### src/rtl/pwm_fade_controller.sv
// PWM fade/breathe sequencer feeding the duty input of one LED PWM stage.
// Commands (SET, FADE, BREATHE, OFF) arrive over a valid/ready handshake and
// step an internal duty register at a clock-divided rate.
// Optional build macro PWM_GAMMA_EN: registered square-law gamma on pwm_duty,
// with done delayed one clock to stay aligned with the output.
module pwm_fade_controller #(
    parameter int unsigned DUTY_W = 8,
    parameter int unsigned RATE_W = 16
) (
    input  logic              clock,
    input  logic              reset_n,
    input  logic              cmd_valid,
    output logic              cmd_ready,
    input  logic [1:0]        cmd_mode,
    input  logic [DUTY_W-1:0] cmd_level,
    input  logic [RATE_W-1:0] cmd_rate,
    output logic [DUTY_W-1:0] pwm_duty,
    output logic              busy,
    output logic              done
);

    typedef enum logic [1:0] {StIdle, StFade, StBrUp, StBrDown} state_e;

    localparam logic [1:0] ModeSet     = 2'b00;
    localparam logic [1:0] ModeFade    = 2'b01;
    localparam logic [1:0] ModeBreathe = 2'b10;
    localparam logic [1:0] ModeOff     = 2'b11;

    localparam logic [RATE_W-1:0] RateOne = RATE_W'(1);
    localparam logic [DUTY_W-1:0] DutyOne = DUTY_W'(1);

    state_e              r_state;
    logic [DUTY_W-1:0]   r_duty;
    logic [DUTY_W-1:0]   r_level;
    logic [RATE_W-1:0]   r_rate;
    logic [RATE_W-1:0]   r_pre;
    logic                r_done;
    logic                r_ready;

    state_e              w_state_d;
    logic [DUTY_W-1:0]   w_duty_d;
    logic [DUTY_W-1:0]   w_level_d;
    logic [RATE_W-1:0]   w_rate_d;
    logic [RATE_W-1:0]   w_pre_d;
    logic                w_done_d;
    logic                w_ready_d;

    logic                w_accept;
    logic                w_tick;
    logic [DUTY_W-1:0]   w_up;
    logic [DUTY_W-1:0]   w_dn;

    assign w_accept = cmd_valid & r_ready;
    // r_rate is never 0, so rate-1 cannot underflow
    assign w_tick   = (r_pre == (r_rate - RateOne));
    assign w_up     = r_duty + DutyOne;
    assign w_dn     = r_duty - DutyOne;

    // Next-state, duty stepping and completion logic; accepted commands win over ramp ticks
    always_comb begin
        w_state_d = r_state;
        w_duty_d  = r_duty;
        w_level_d = r_level;
        w_rate_d  = r_rate;
        w_pre_d   = r_pre;
        w_done_d  = 1'b0;
        if (w_accept) begin
            w_pre_d   = '0;
            w_level_d = cmd_level;
            w_rate_d  = (cmd_rate == '0) ? RateOne : cmd_rate;
            case (cmd_mode)
                ModeSet: begin
                    w_duty_d  = cmd_level;
                    w_done_d  = 1'b1;
                    w_state_d = StIdle;
                end
                ModeFade: begin
                    if (cmd_level == r_duty) begin
                        w_done_d  = 1'b1;
                        w_state_d = StIdle;
                    end else begin
                        w_state_d = StFade;
                    end
                end
                ModeBreathe: begin
                    if (cmd_level == '0) begin
                        w_duty_d  = '0;
                        w_done_d  = 1'b1;
                        w_state_d = StIdle;
                    end else if (r_duty < cmd_level) begin
                        w_state_d = StBrUp;
                    end else begin
                        w_state_d = StBrDown;
                    end
                end
                ModeOff: begin
                    w_duty_d  = '0;
                    w_done_d  = 1'b1;
                    w_state_d = StIdle;
                end
                default: ;
            endcase
        end else if (r_state != StIdle) begin
            w_pre_d = w_tick ? '0 : (r_pre + RateOne);
            if (w_tick) begin
                case (r_state)
                    StFade: begin
                        if (r_duty < r_level) begin
                            w_duty_d = w_up;
                            if (w_up == r_level) begin
                                w_done_d  = 1'b1;
                                w_state_d = StIdle;
                            end
                        end else if (r_duty > r_level) begin
                            w_duty_d = w_dn;
                            if (w_dn == r_level) begin
                                w_done_d  = 1'b1;
                                w_state_d = StIdle;
                            end
                        end else begin
                            w_done_d  = 1'b1;
                            w_state_d = StIdle;
                        end
                    end
                    StBrUp: begin
                        if (r_duty < r_level) begin
                            w_duty_d = w_up;
                            if (w_up == r_level) begin
                                w_state_d = StBrDown;
                            end
                        end else begin
                            w_state_d = StBrDown;
                        end
                    end
                    StBrDown: begin
                        if (r_duty != '0) begin
                            w_duty_d = w_dn;
                            if (w_dn == '0) begin
                                w_state_d = StBrUp;
                            end
                        end else begin
                            w_state_d = StBrUp;
                        end
                    end
                    default: ;
                endcase
            end
        end
        w_ready_d = (w_state_d != StFade);
    end

    // State, duty, command and handshake registers
    always_ff @(posedge clock or negedge reset_n) begin
        if (!reset_n) begin
            r_state <= StIdle;
            r_duty  <= '0;
            r_level <= '0;
            r_rate  <= RateOne;
            r_pre   <= '0;
            r_done  <= 1'b0;
            r_ready <= 1'b0;
        end else begin
            r_state <= w_state_d;
            r_duty  <= w_duty_d;
            r_level <= w_level_d;
            r_rate  <= w_rate_d;
            r_pre   <= w_pre_d;
            r_done  <= w_done_d;
            r_ready <= w_ready_d;
        end
    end

    assign cmd_ready = r_ready;
    assign busy      = (r_state != StIdle);

`ifdef PWM_GAMMA_EN
    logic [2*DUTY_W-1:0] w_prod;
    logic [DUTY_W-1:0]   w_gamma;
    logic [DUTY_W-1:0]   r_gamma;
    logic                r_done_dly;

    // d*(d+1) < 2^(2*DUTY_W), so the product never overflows
    assign w_prod  = (2*DUTY_W)'(r_duty) * ((2*DUTY_W)'(r_duty) + (2*DUTY_W)'(1));
    assign w_gamma = DUTY_W'(w_prod >> DUTY_W);

    // Gamma output register and matching done delay
    always_ff @(posedge clock or negedge reset_n) begin
        if (!reset_n) begin
            r_gamma    <= '0;
            r_done_dly <= 1'b0;
        end else begin
            r_gamma    <= w_gamma;
            r_done_dly <= r_done;
        end
    end

    assign pwm_duty = r_gamma;
    assign done     = r_done_dly;
`else
    assign pwm_duty = r_duty;
    assign done     = r_done;
`endif

endmodule

### config.mk
export PLATFORM = sky130hd
export DESIGN_NAME = pwm_fade_controller
export DESIGN_NICKNAME = d
export VERILOG_FILES = /design/src/rtl/pwm_fade_controller.sv
export SDC_FILE = /design/constraint.sdc
export NUM_CORES = 1
export LEC_CHECK = 0
export BUFFER_PORTS_ARGS = -buffer_cell sky130_fd_sc_hd__clkbuf_2
export CAP_MARGIN = 15
export CORE_MARGIN = 2
export CORE_UTILIZATION = 55
export DETAILED_ROUTE_END_ITERATION = 10
export PLACE_DENSITY = 0.85
export SYNTH_ARGS = -nofsm -noshare
export SYNTH_HDL_FRONTEND = slang
export SYNTH_SLANG_ARGS = --single-unit
### constraint.sdc
create_clock -name clock -period 3.1 [get_ports clock]
set_input_delay 0.465 -clock clock [delete_from_list [all_inputs] [get_ports clock]]
set_output_delay 0.465 -clock clock [all_outputs]
set_load 0.05 [all_outputs]
==> flow_summary.yaml, run 1 <==
status:
  status: "complete, but fails checks"
  violations: "negative setup slack"
cells_and_area:
  nNetsFinal: 654
  fill_cells: 623
  multi_input_area_um2: 2915
  area_growth_pct: 21.60
  drive_above_1_share_pct: 23.49
  final_cells: 698
  seq_area_um2: 1303
  num_antenna_cells: 0
route:
  wl_per_cell_um: 18.20
  ant_nets: 0
  wl_um: 12700
  num_vias: 4453
  drc: 0
  drtIter0Drc: 220
  drt_first_pass_iters: 5
  avgViaCountPerCell: 6.380
power:
  p_clk_share_pct: 8.2
  p_seq_share_pct: 21.7
  combPwrFrac_pct: 70.1
  p_int_mw: 2.425
  power.total_mw: 4.975
  ir_worst_vdd_mv: 0.6123
  pwr_density_cell_nw_per_um2: 961.2
  leakage_nw: 2.285
  switching_share_pct: 51.26
  p_switching_mw: 2.550
worst_setup_path:
  path_max_fanout: 3
  worstSetupPathType: "flip-flop to flip-flop"
  crit_path_cell_trace: "inv_2 -> ha_4 -> or4b_4 -> or4_4 -> a2111oi_4 -> o2111ai_2 -> nor4_2 -> buf_4 -> nand2b_1 -> a311oi_1 -> o31a_1 -> o211ai_1"
  path_buf_inv: 2
  end_kind: "flip-flop"
  start_kind: "flip-flop"
  cpLargestDelayFamily: "simple AND/OR/NAND/NOR gates"
  crit_required_ps: 3280
  critPathArrivalTime_ps: 3550
  cp_slowest_cell: "or4_4"
  critPathMaxStageDelay_ps: 540
timing:
  rsz0062_at_grt: "yes"
  slew_headroom_pct: 44.37
  max_freq_ghz: 0.2971
  slew_violations: 0
  setup_slack_ps: -265.4
  finalCritPeriodShare_pct: 108.6
  finalHoldViolCount: 0
  setup_violations: 27
  fin_hold_ws_ps: 28.76
  worst_pin_slew_ps: 824.0
  skew_ps: 4.766
  fin_crit_ps: 3365
floorplan:
  io_pins: 40
  fp.coreArea_um2: 7607
  fp.dieW_um: 91.97
  start_util_pct: 55.95
  dieArea_um2: 8458
  rows: 32
  die_h_um: 91.97
synthesis:
  synth_ff_type: "dfrtp_1"
  yosysMostFrequentCell: "nand2_1"
  synthArstFlopShare_pct: 100.0
  yosys_warnings: 0
  synth_commonest_cells: "nand2_1, dfrtp_1, nor2_1"
  netlist_area_um2: 4257
  seq_area_frac_synth_pct: 30.60
  synthesis.nets: 581
  synth_cells: 522
  yosys.area.top_type_share_pct: 29.98
  syn_avg_cell_area_um2: 8.154
  synth_edf_count: 0
  synth_top_area_cell: "dfrtp_1"
  ys_types: 67
  ys_ff_latch: 52
  synthTopCellsByArea: "dfrtp_1, ha_1, nand2_1, xnor2_1, xor2_1"
global_route:
  grtUsageTotal_pct: 29.64
  grt_overflow_total: 0
  grt_pass1_wl_um: 20340
  grt_pass1_vias: 4283
  grt_max_degree: 42
  antenna_found_initial: 0
clocking:
  clkLatencyLatePin_ps: 300
  cts_sinks: 52
  clk_pin_slew_ps: 90
  cts-root-buf: "clkbuf_8"
  clock_path_buffers: 2
  tritoncts: "done"
  cts_buffers: 5
  htreeDepth: 2
place:
  dp_slack_ps: -202.7
  port_buffers: 39
  hpwl_um: 9343
  dpl.cell_count: 686
  gp_congestion: 0.9601
worst_hold_path:
  hold_path_class: "input port to asynchronous set/reset pin"
run:
  max_cap_viol_count: 0
==> cells by family (layout without fill, tap and decap cells) <==
group / after synthesis / count (layout) / share of synthesized area, %
adders and majority gates: 30 / 30 / 8.818
DFF: 52 / 52 / 30.60
xor gates and xnor gates: 45 / 45 / 9.259
buffers and inverters: 53 / 127 / 4.938
and+or+nand+nor: 220 / 220 / 26.16
AOI/OAI and AO/OA: 122 / 122 / 20.22
==> repair_timing <==
| action | 4_1_cts | 5_1_grt |
|---|---|---|
| setup endpoints to repair | 26 | 27 |
| setup buffers | 1 | 2 |
| gates cloned | 0 | 1 |
| resized for setup | 20 | 30 |
| pin swaps | 11 | 3 |
| endpoints found under the hold margin | 0 | 0 |
| hold buffers | 0 | 0 |
==> worst reg2reg max path, cell delays in order, from the launching register on <==
cell	delay [ps]
dfrtp_1	400
inv_2	90
ha_4	130
or4b_4	460
or4_4	540
a2111oi_4	430
o2111ai_2	160
nor4_2	200
buf_4	190
nand2b_1	80
a311oi_1	290
o31a_1	200
o211ai_1	80
==> cell type report <==
type	instances	area share, %
sequential	52	25.16
tap	102	2.466
inverter	30	2.175
timing repair buffer	89	12.13
multi-input combinational	417	56.32
clock buffer	8	1.740
==> state kept, by name, indices dropped and copies added (netlist names) <==
| signal | cells |
|---|---|
| r_pre | 16 |
| r_rate | 16 |
| pwm_duty | 8 |
| r_level | 8 |
| r_state | 2 |
| cmd_ready | 1 |
| done | 1 |
==> through the flow <==
| step | utilization (%) | setup TNS (ps) | area [um2] |
|---|---|---|---|
| 6_report | 68.04 | -4607 | 5176 |
| 4_1_cts | 66.02 | -3206 | 5022 |
| 5_1_grt | 68.04 | -7798 | 5176 |
| 3_5_place_dp | 63.67 | -3385 | 4843 |
| 3_3_place_gp | 63.67 | -1417 | 4843 |
| 2_1_floorplan | - | -2726 | 4263 |
==> worst paths after layout <==
path                       cells past startpoint         end  slack, ps    startpoint
setup / recovery                              12   cmd_ready       -270     r_rate[1]
hold / removal                                 1    r_pre[7]         30       reset_n
setup reg to reg                              12   cmd_ready       -270     r_rate[1]
hold reg to reg                                2  r_level[0]        490    r_level[0]
max in group asynchronous                      2   r_pre[11]       2210       reset_n
min in group clock                             3  r_rate[14]        370  cmd_rate[14]
==> power groups by stage <==
stage	combinational [mW]	sequential [mW]	clock [mW]
6_report	3.49	1.08	0.408
5_1_grt	3.79	1.10	0.436
4_1_cts	3.28	1.07	0.410
3_5_place_dp	3.19	1.08	0
3_3_place_gp	3.09	1.07	0
2_1_floorplan	1.97	1.31	0
==> cell usage in the layout (no fill, tap or decap), types with 5 or more instances in the layout <==
master and n:
or4_1 5, nand3_1 12, a22oi_1 5, nor2b_1 6, buf_4 43, dfrtp_1 51, clkbuf_8 6, nor4_1 13
nand2_1 82, nor2_1 21, o211ai_1 7, a21oi_1 20, nor2_2 8, nor3_1 11, inv_1 28, and3_1 5
nand4_1 15, xor2_1 20, xnor2_1 25, nor2_4 10, clkbuf_2 39, ha_1 29, a211oi_1 5, o21ai_0 19
and4_1 5, o21ai_1 7
==> per-layer routing <==
layer / GRT usage (%) / part of all wire [%]
met1: 35.42 / 38
met2: 53.55 / 51
met3: 3.205 / 6.4
met4: 13.18 / 4.3
met5: 0 / 0
(Power assumes the default switching activity.)
==> run 2, diff against run 1 <==
--- a/config.mk
+++ b/config.mk
@@ -5,8 +5,9 @@
 export SDC_FILE = /design/constraint.sdc
 export NUM_CORES = 1
 export LEC_CHECK = 0
+export ABC_AREA = 1
 export BUFFER_PORTS_ARGS = -buffer_cell sky130_fd_sc_hd__clkbuf_2
-export CAP_MARGIN = 15
+export CAP_MARGIN = 20
 export CORE_MARGIN = 2
 export CORE_UTILIZATION = 55
 export DETAILED_ROUTE_END_ITERATION = 10
==> flow_summary.yaml, run 2 <==
cells_and_area:
  num_antenna_cells: 0
  multi_input_area_um2: 2661
  post-route-util_pct: 62.21
  top_regs: "r_pre (16), r_rate (16)"
  design_area_um2: 4757
  final_cells: 783
  seq_area_um2: 1303
  fill_cells: 690
  layout_commonest_cell: "nand2_1"
  area_growth_pct: 10.17
  final_cell_mix: "nand2_1, inv_1, nor2_1"
  drive_above_1_share_pct: 13.66
  nNetsFinal: 739
route:
  drt_first_pass_iters: 6
  wl_um: 11610
  num_vias: 4372
  drtIter0Drc: 366
  avgViaCountPerCell: 5.584
  ant_nets: 0
  wl_per_cell_um: 14.83
  drc: 0
status:
  status: "finished clean"
floorplan:
  fp.dieW_um: 92.61
  fp.coreArea_um2: 7647
  start_util_pct: 56.46
  rows: 32
  io_pins: 40
  die_h_um: 92.61
  dieArea_um2: 8576
timing:
  slew_headroom_pct: 54.12
  fin_setup_tns_ps: 0
  finalCritPeriodShare_pct: 84.12
  max_freq_ghz: 0.3835
  finalHoldViolCount: 0
  setup_slack_ps: 492.4
  setup_violations: 0
  fin_crit_ps: 2608
  worst_pin_slew_ps: 688.2
  rsz0062_at_grt: "no"
  slew_violations: 0
  skew_ps: 12.38
  fin_hold_ws_ps: 268.0
synthesis:
  yosys.area.top_type_share_pct: 29.56
  synth_ff_type: "dfrtp_1"
  syn_avg_cell_area_um2: 6.768
  synthArstFlopShare_pct: 100.0
  ys_ff_latch: 52
  synthesis.nets: 697
  synth_top_area_cell: "dfrtp_1"
  netlist_area_um2: 4318
  synthTopCellsByArea: "dfrtp_1, nand2_1, ha_1, inv_1, nand3_1"
  synth_commonest_cells: "nand2_1, inv_1, nor2_1"
  ys_types: 39
  synth_cells: 638
  synth_edf_count: 0
  yosysMostFrequentCell: "nand2_1"
  seq_area_frac_synth_pct: 30.17
  yosys_warnings: 0
power:
  leakage_nw: 2.516
  power.total_mw: 1.255
  pwr_density_cell_nw_per_um2: 263.9
  ir_worst_vdd_mv: 0.2063
clocking:
  cts_hold_buffers: 0
  clk_pin_slew_ps: 110
  cts-root-buf: "clkbuf_8"
  tritoncts: "done"
  htreeDepth: 2
  clock_path_buffers: 2
  cts_buffers: 5
  cts_setup_buffers: 0
  cts_sinks: 52
  cts_resized: 0
  clkLatencyLatePin_ps: 310
worst_setup_path:
  path_max_fanout: 16
  crit_required_ps: 3290
  worstSetupPathType: "flip-flop to flip-flop"
  critPathArrivalTime_ps: 2800
  start_kind: "flip-flop"
  reg2reg_slack_ps: 490
  end_kind: "flip-flop"
worst_hold_path:
  hold_path_class: "input port to asynchronous set/reset pin"
place:
  hpwl_um: 8947
  postPlaceCellArea_um2: 4636
  port_buffers: 39
  dp_slack_ps: 555.0
  gp_congestion: 0.9341
  dpl.cell_count: 775
global_route:
  antenna_found_initial: 0
  grt_pass1_wl_um: 19190
  grt_overflow_total: 0
  grt_pass1_vias: 4097
  grt_max_degree: 53
  grtUsageTotal_pct: 28.19
run:
  max_cap_viol_count: 0
==> run 2: cells by family (layout without fill, tap and decap cells) <==
kind of cell	after synthesis	count (layout)	synth area share [%]
compound gates	77	77	10.40
flops	52	52	30.17
simple gates	364	364	37.67
fa+ha+maj	30	30	8.693
buf+inv	91	134	8.201
xor+xnor	24	24	4.868
==> run 2: power by group <==
group	internal (mW)	switching [mW]	total (mW)	leakage (nW)
Sequential	0.678	0	0.678	0.572
Combinational	0.0239	0.0428	0.0668	1.88
Clock	0.265	0.246	0.511	0.0614
Total	0.966	0.289	1.26	2.52
==> run 2: layout make-up <==
cell class                      count  area share (%)
Clock buffer                        6           1.736
Clock inverter                      2          0.8154
Inverter                           81           6.391
Multi-Input combinational cell    495           55.94
Sequential cell                    52           27.38
Tap cell                          102           2.683
Timing Repair Buffer               45           5.050
==> run 2: critical path: stages, from the launching register on <==
cell,delay (ps)
dfstp_2,550
inv_2,70
ha_1,240
nand2_1,120
nor2_1,70
nand2_1,90
nand2_1,60
nand3_1,70
nand2_1,60
nor2_2,100
nand3_2,110
nor3_4,220
nor2_1,80
inv_2,200
nand2_4,220
nor2_1,180
a21oi_2,50
==> run 2: final timing paths <==
| path | start | end | depth (start not counted) |
|---|---|---|---|
| min | reset_n | r_level[7] | 2 |
| min in group clock | cmd_rate[3] | r_rate[3] | 3 |
| max reg2reg | r_rate[0] | pwm_duty[2] | 16 |
| max | r_rate[0] | pwm_duty[2] | 16 |
| min reg2reg | r_level[0] | r_level[0] | 2 |
| max in group asynchronous | reset_n | r_rate[15] | 2 |
==> run 2: metal layers <==
layer,vias to the layer above,wire [um],share of wire (%),global-route usage (%)
met5,-,0,0,0
met1,2028,5099,44,39.10
met3,16,1032,8.9,4.801
li1,2147,-,-,-
met4,0,172,1.5,7.214
met2,181,5306,46,45.92
